===== src/rtl/unit_propagation_engine_pkg.sv =====
// Shared types and default constants for the unit-propagation engine.
// Optional feature macro used by the top: UPE_DEDUP_EN.
package sat_pkg;

    localparam int unsigned DEF_VAR_PER_CLAUSE = 5;
    localparam int unsigned DEF_NUM_VARIABLE   = 128;
    localparam int unsigned DEF_NUM_CLAUSE     = 1023;
    localparam int unsigned DEF_IMP_FIFO_DEPTH = 8;
    localparam int unsigned DEF_VARIABLE_INDEX = $clog2(DEF_NUM_VARIABLE);
    localparam int unsigned DEF_CLAUSE_INDEX   = $clog2(DEF_NUM_CLAUSE);

    typedef enum logic [1:0] {
        CS_SAT        = 2'd0,
        CS_UNIT       = 2'd1,
        CS_CONFLICT   = 2'd2,
        CS_UNRESOLVED = 2'd3
    } clause_status_t;

    typedef enum logic [1:0] {
        ST_IDLE = 2'd0,
        ST_READ = 2'd1,
        ST_EVAL = 2'd2,
        ST_DONE = 2'd3
    } upe_state_t;

    typedef struct packed {
        logic [DEF_VARIABLE_INDEX-1:0] variable;
        logic                          value;
        logic [DEF_CLAUSE_INDEX-1:0]   clause;
    } implication_t;

endpackage


===== src/rtl/unit_propagation_engine_clause_status_eval.sv =====
// Combinational classifier: one clause against the current assignment.
module clause_status_eval
    import sat_pkg::*;
#(
    parameter int unsigned VAR_PER_CLAUSE = DEF_VAR_PER_CLAUSE,
    parameter int unsigned NUM_VARIABLE   = DEF_NUM_VARIABLE,
    parameter int unsigned VARIABLE_INDEX = $clog2(NUM_VARIABLE)
) (
    input  logic [VAR_PER_CLAUSE-1:0]                i_mask,
    input  logic [VAR_PER_CLAUSE*VARIABLE_INDEX-1:0] i_variable,
    input  logic [VAR_PER_CLAUSE-1:0]                i_pole,
    input  logic [NUM_VARIABLE-1:0]                  i_assign_valid,
    input  logic [NUM_VARIABLE-1:0]                  i_assign_value,
    output clause_status_t                           o_status,
    output logic [VARIABLE_INDEX-1:0]                o_imp_variable,
    output logic                                     o_imp_value
);

    logic                      w_sat;
    logic                      w_free_seen;
    logic                      w_free_multi;
    logic [VARIABLE_INDEX-1:0] w_v;

    // Scan slots: any satisfied literal, and how many free literals (0, 1, many)
    always_comb begin
        w_sat          = 1'b0;
        w_free_seen    = 1'b0;
        w_free_multi   = 1'b0;
        w_v            = '0;
        o_imp_variable = '0;
        o_imp_value    = 1'b0;
        for (int unsigned i = 0; i < VAR_PER_CLAUSE; i++) begin
            w_v = i_variable[i*VARIABLE_INDEX +: VARIABLE_INDEX];
            if (i_mask[i]) begin
                if (i_assign_valid[w_v]) begin
                    if (i_assign_value[w_v] == i_pole[i]) w_sat = 1'b1;
                end else begin
                    if (w_free_seen) w_free_multi = 1'b1;
                    w_free_seen    = 1'b1;
                    o_imp_variable = w_v;
                    o_imp_value    = i_pole[i];
                end
            end
        end
        if (w_sat)             o_status = CS_SAT;
        else if (!w_free_seen) o_status = CS_CONFLICT;
        else if (!w_free_multi) o_status = CS_UNIT;
        else                   o_status = CS_UNRESOLVED;
    end

endmodule


===== src/rtl/unit_propagation_engine.sv =====
// Unit-propagation engine: sequences clause reads, classifies each clause,
// buffers implications in a FIFO and stops on the first conflict.
// Optional UPE_DEDUP_EN: suppress duplicate implications within a pass and
// turn contradicting implications into conflicts.
module unit_propagation_engine
    import sat_pkg::*;
#(
    parameter int unsigned VAR_PER_CLAUSE = DEF_VAR_PER_CLAUSE,
    parameter int unsigned NUM_VARIABLE   = DEF_NUM_VARIABLE,
    parameter int unsigned NUM_CLAUSE     = DEF_NUM_CLAUSE,
    parameter int unsigned VARIABLE_INDEX = $clog2(NUM_VARIABLE),
    parameter int unsigned CLAUSE_INDEX   = $clog2(NUM_CLAUSE),
    parameter int unsigned IMP_FIFO_DEPTH = DEF_IMP_FIFO_DEPTH
) (
    input  logic                                     clock,
    input  logic                                     reset_n,
    input  logic                                     start,
    input  logic [CLAUSE_INDEX:0]                    clause_count,
    input  logic [NUM_VARIABLE-1:0]                  assign_valid,
    input  logic [NUM_VARIABLE-1:0]                  assign_value,
    output logic                                     mem_rd_en,
    output logic [CLAUSE_INDEX-1:0]                  mem_addr,
    input  logic [VAR_PER_CLAUSE-1:0]                mem_mask,
    input  logic [VAR_PER_CLAUSE*VARIABLE_INDEX-1:0] mem_variable,
    input  logic [VAR_PER_CLAUSE-1:0]                mem_pole,
    output logic                                     imp_valid,
    input  logic                                     imp_ready,
    output logic [VARIABLE_INDEX-1:0]                imp_variable,
    output logic                                     imp_value,
    output logic [CLAUSE_INDEX-1:0]                  imp_clause,
    output logic                                     busy,
    output logic                                     done,
    output logic                                     conflict,
    output logic [CLAUSE_INDEX-1:0]                  conflict_clause
);

    localparam int unsigned PTR_W = $clog2(IMP_FIFO_DEPTH);

    upe_state_t                r_state;
    logic [CLAUSE_INDEX-1:0]   r_index;
    logic [CLAUSE_INDEX:0]     r_count;
    logic                      r_conflict;
    logic [CLAUSE_INDEX-1:0]   r_conflict_clause;

    logic [VARIABLE_INDEX-1:0] r_fifo_var [IMP_FIFO_DEPTH];
    logic                      r_fifo_val [IMP_FIFO_DEPTH];
    logic [CLAUSE_INDEX-1:0]   r_fifo_cl  [IMP_FIFO_DEPTH];
    logic [PTR_W-1:0]          r_wr_ptr;
    logic [PTR_W-1:0]          r_rd_ptr;
    logic [PTR_W:0]            r_occ;

    clause_status_t            w_status;
    logic [VARIABLE_INDEX-1:0] w_imp_var;
    logic                      w_imp_val;
    logic                      w_dup;
    logic                      w_contra;
    logic                      w_eval;
    logic                      w_unit;
    logic                      w_conf;
    logic                      w_full;
    logic                      w_push;
    logic                      w_pop;
    logic                      w_advance;
    logic                      w_last;
    logic                      w_start;

    clause_status_eval #(
        .VAR_PER_CLAUSE (VAR_PER_CLAUSE),
        .NUM_VARIABLE   (NUM_VARIABLE),
        .VARIABLE_INDEX (VARIABLE_INDEX)
    ) u_eval (
        .i_mask         (mem_mask),
        .i_variable     (mem_variable),
        .i_pole         (mem_pole),
        .i_assign_valid (assign_valid),
        .i_assign_value (assign_value),
        .o_status       (w_status),
        .o_imp_variable (w_imp_var),
        .o_imp_value    (w_imp_val)
    );

    assign w_start = (r_state == ST_IDLE) && start;

`ifdef UPE_DEDUP_EN
    logic [NUM_VARIABLE-1:0] r_pend;
    logic [NUM_VARIABLE-1:0] r_pval;

    assign w_dup    = r_pend[w_imp_var] && (r_pval[w_imp_var] == w_imp_val);
    assign w_contra = r_pend[w_imp_var] && (r_pval[w_imp_var] != w_imp_val);

    // Track implications already queued during the current pass
    always_ff @(posedge clock) begin
        if (!reset_n || w_start) begin
            r_pend <= '0;
            r_pval <= '0;
        end else if (w_push) begin
            r_pend[w_imp_var] <= 1'b1;
            r_pval[w_imp_var] <= w_imp_val;
        end
    end
`else
    assign w_dup    = 1'b0;
    assign w_contra = 1'b0;
`endif

    assign w_eval    = (r_state == ST_EVAL);
    assign w_unit    = (w_status == CS_UNIT) && !w_dup && !w_contra;
    assign w_conf    = (w_status == CS_CONFLICT) || ((w_status == CS_UNIT) && w_contra);
    assign w_full    = (r_occ == (PTR_W+1)'(IMP_FIFO_DEPTH));
    assign w_push    = w_eval && w_unit && !w_full;
    assign w_pop     = (r_occ != '0) && imp_ready;
    // A unit clause facing a full FIFO holds in EVAL; the memory keeps its data.
    assign w_advance = w_eval && !w_conf && !(w_unit && w_full);
    assign w_last    = (({1'b0, r_index} + (CLAUSE_INDEX+1)'(1)) == r_count);

    // Pass sequencer: IDLE -> READ/EVAL per clause -> DONE
    always_ff @(posedge clock) begin
        if (!reset_n) begin
            r_state           <= ST_IDLE;
            r_index           <= '0;
            r_count           <= '0;
            r_conflict        <= 1'b0;
            r_conflict_clause <= '0;
        end else begin
            case (r_state)
                ST_IDLE: begin
                    if (start) begin
                        r_count           <= clause_count;
                        r_index           <= '0;
                        r_conflict        <= 1'b0;
                        r_conflict_clause <= '0;
                        r_state           <= (clause_count == '0) ? ST_DONE : ST_READ;
                    end
                end
                ST_READ: r_state <= ST_EVAL;
                ST_EVAL: begin
                    if (w_conf) begin
                        r_conflict        <= 1'b1;
                        r_conflict_clause <= r_index;
                        r_state           <= ST_DONE;
                    end else if (w_advance) begin
                        if (w_last) begin
                            r_state <= ST_DONE;
                        end else begin
                            r_index <= r_index + CLAUSE_INDEX'(1);
                            r_state <= ST_READ;
                        end
                    end
                end
                ST_DONE: r_state <= ST_IDLE;
                default: r_state <= ST_IDLE;
            endcase
        end
    end

    // Implication FIFO pointers and occupancy
    always_ff @(posedge clock) begin
        if (!reset_n) begin
            r_wr_ptr <= '0;
            r_rd_ptr <= '0;
            r_occ    <= '0;
        end else begin
            if (w_push) r_wr_ptr <= r_wr_ptr + PTR_W'(1);
            if (w_pop)  r_rd_ptr <= r_rd_ptr + PTR_W'(1);
            case ({w_push, w_pop})
                2'b10:   r_occ <= r_occ + (PTR_W+1)'(1);
                2'b01:   r_occ <= r_occ - (PTR_W+1)'(1);
                default: r_occ <= r_occ;
            endcase
        end
    end

    // Implication FIFO storage
    always_ff @(posedge clock) begin
        if (w_push) begin
            r_fifo_var[r_wr_ptr] <= w_imp_var;
            r_fifo_val[r_wr_ptr] <= w_imp_val;
            r_fifo_cl[r_wr_ptr]  <= r_index;
        end
    end

    assign mem_rd_en       = (r_state == ST_READ);
    assign mem_addr        = r_index;
    assign busy            = (r_state != ST_IDLE);
    assign done            = (r_state == ST_DONE);
    assign conflict        = r_conflict;
    assign conflict_clause = r_conflict_clause;
    assign imp_valid       = (r_occ != '0);
    assign imp_variable    = imp_valid ? r_fifo_var[r_rd_ptr] : '0;
    assign imp_value       = imp_valid ? r_fifo_val[r_rd_ptr] : 1'b0;
    assign imp_clause      = imp_valid ? r_fifo_cl[r_rd_ptr]  : '0;

endmodule


===== config.mk =====
export PLATFORM = sky130hd
export DESIGN_NAME = unit_propagation_engine
export DESIGN_NICKNAME = d
export VERILOG_FILES = /design/src/rtl/unit_propagation_engine_pkg.sv /design/src/rtl/unit_propagation_engine_clause_status_eval.sv /design/src/rtl/unit_propagation_engine.sv
export SDC_FILE = /design/constraint.sdc
export NUM_CORES = 1
export LEC_CHECK = 0
export CAP_MARGIN = 20
export CORE_MARGIN = 1.5
export CORE_UTILIZATION = 25
export DETAILED_ROUTE_END_ITERATION = 7
export GPL_TIMING_DRIVEN = 0
export PLACE_DENSITY = 0.52
export SYNTH_ARGS = -nofsm -noshare
export SYNTH_HDL_FRONTEND = slang
export SYNTH_SLANG_ARGS = --single-unit

===== constraint.sdc =====
create_clock -name clock -period 7 [get_ports clock]
set_clock_uncertainty 0.15 [all_clocks]
set_input_delay 1.75 -clock clock [delete_from_list [all_inputs] [get_ports clock]]
set_output_delay 1.75 -clock clock [all_outputs]
set_load 0.02 [all_outputs]

==> flow_summary.toml <==
[setup_path]
worst_ep_required_time_ns = 7.20
path_class = "in -> reg"
critPathLaunchType = "input port"
crit_arrival_ns = 7.15
critPathMaxFanout = 10
endpoint_kind = "flip-flop"

[sta]
drv_slew = 0
hold_viol = 0
setup_viol = 0
finalCritPeriodShare = 0.992
hold_slack_ns = 0.324
fmax_ghz = 0.144
max_slew_margin = 0.177
rsz0062_at_grt = "no"
tightest_slew_ns = 1.23
finalSetupTns_ns = 0
period_minus_slack_ns = 6.95

[status]
outcome = "completed"

[finish]
multi_input_area_sq_um = 13700
seqCellArea_sq_um = 5270
drive_gt1_frac = 0.222
final_cells = 3152
stdcell_area_sq_um = 25700
syn_to_final_growth_pct = 29.6
nFillCells = 7924
layout.nets = 2411

[global_route]
antenna_found_initial = 3
grt_pass1_vias = 19138
grt_usage = 0.240
grt_max_degree = 19
grt_overflow_total = 0
grt_pass1_wl_um = 140000

[min_path]
hold_class = "reg -> reg"

[logic_synthesis]
ys_ff_latch = 191
synth_seq_area_share = 0.266
synth_edf_count = 144
yosysTopAreaCell = "mux4_2"
synth_area_sq_um = 19800
synth_top_area_share = 0.288
postSynthAreaPerCell_sq_um = 11.6
synthTopCellsByArea = "mux4_2 29%, edfxtp_1 22%, mux2i_1 14%"
synth_warnings = 0
yosysMostFrequentCell = "mux2i_1"
ys_async_sr_fraction = 0
ys_types = 79
ys_top_cells_by_count = "270 x mux2i_1, 254 x mux4_2, 144 x edfxtp_1, 115 x nand2_1, 86 x nor2_1"
postSynthCellCount = 1711
ys.flop_type = "edfxtp_1"
synth_fp_nets = 2034

[drt]
drt-total-wl_um = 100000
drt-initial-drc-count = 2363
viasPerCell = 5.97
wl_per_cell_um = 31.9
vias = 18809
dr.pass1.iters = 6
post-route-drc-count = 0
antenna_left = 0

[cts]
clk_pin_slew_ns = 0.07
ctsHoldBuffers = 0
cts_made_buffers = 17
root_buffer = "clkbuf_16"
cts.sinks = 191
clk_path_buf_depth = 2
cts_tree = "yes"
htreeDepth = 4
clk_latency_ns = 0.43

[placed_design]
placed_area_sq_um = 24700
io_buffers = 344
dpl.hpwl_um = 79900
place.gp.congestion = 0.981
dpl.cell_count = 3112

[run]
cap_violations = 0

[floorplanning]
die_h_um = 285
core_area_sq_um = 78700
start_util = 0.252
fp-row-count = 103
die_area_sq_um = 81000
die_w_um = 285
io_pins = 359

[pwr]
p_leak_uw = 0.00889
finalPower_uw = 3650
power_density_nw_per_um2 = 142
irDropWorstVdd_mv = 0.138
registers in the layout, indices dropped and copies added (netlist names), named ones only:
register         count
conflict_clause     10
r_fifo_val           8
mem_addr            10
r_fifo_var          56
r_rd_ptr             3
r_state              2
r_count             11
r_occ                4
conflict             1
r_fifo_cl           80
r_wr_ptr             3
cell usage in the layout, fill, tap and decap left out, drive strengths merged, types with 34 or more instances in the layout:
cell / n
clkbuf: 78
nor2b: 45
a21oi: 53
mux4: 259
a31oi: 34
o21ai: 34
nor2: 86
edfxtp: 144
clkdlybuf4s50: 341
nand3: 59
mux2i: 270
nand2: 115
a22oi: 67
dfxtp: 47
buf: 115
logic make-up after synthesis:
family,after synthesis,synth area share
AOI/OAI and AO/OA,311,0.111
xor gates and xnor gates,28,0.0124
adders and majority gates,9,0.00581
buffers and inverters,183,0.0500
DFF,191,0.266
muxes,545,0.440
and+or+nand+nor,444,0.115
worst paths after layout:
check,slack [ns],depth (start not counted),startpoint,to
worst max-delay path,0.05,20,mem_variable[19],r_occ[3]
worst min-delay path,0.32,2,r_count[0],r_count[0]
worst max register to register,3.44,14,mem_addr[3],mem_addr[0]
worst min register to register,0.32,2,r_count[0],r_count[0]
worst max-delay path: stages:
cell and delay (ns):
clkbuf_1 0.43, clkdlybuf4s15_1 0.99, mux2_2 0.43, nand4_1 0.09, nand4_1 0.27, or4_1 0.63
a211oi_4 0.28, nor4_4 0.07, buf_4 0.18, and2_1 0.19, and3_1 0.20, buf_6 0.13
inv_4 0.13, ha_1 0.23, ha_1 0.25, a21o_1 0.17, a21oi_1 0.17, xnor2_1 0.10
or3_1 0.30, a21oi_1 0.14
report_power, final:
part           switching, uW  total [uW]  internal (uW)
Combinational            811        1460            648
Clock                    445         948            503
Sequential              7.15        1240           1240
Total                   1260        3650           2390
metal layers:
metal,track usage,wire [um],vias to the layer above
met1,0.287,37100,9467
met2,0.398,47800,1288
met4,0.139,6460,0
met3,0.0532,9100,296
met5,0,0,-
li1,-,-,7758
through the flow:
step | setup slack (ns) | util
after floorplan | 0.639 | -
after global placement | -2.58 | 0.312
after detailed placement | -1.18 | 0.314
after CTS | 0.00317 | 0.323
after global routing | 0.0000884 | 0.326
final | 0.0542 | 0.326
timing repair:
item                                   in CTS  in global routing
endpoints found under the hold margin       0                  0
resized for setup                          41                 63
gates cloned                                0                  0
setup endpoints to repair                 196                 67
pin swaps                                   3                  4
setup buffers                               2                  3
area by class of cell:
| class | count | share of cell area |
|---|---|---|
| clock buffers | 18 | 0.0167 |
| diodes | 2 | 0.000195 |
| well taps | 1050 | 0.0511 |
| multi-input cells | 1337 | 0.535 |
| inverters | 21 | 0.00317 |
| plain buffers | 160 | 0.0415 |
| repair buffers | 360 | 0.142 |
| flip-flops and latches | 191 | 0.205 |
| clock inverters | 13 | 0.00570 |
(Power assumes the default switching activity.)
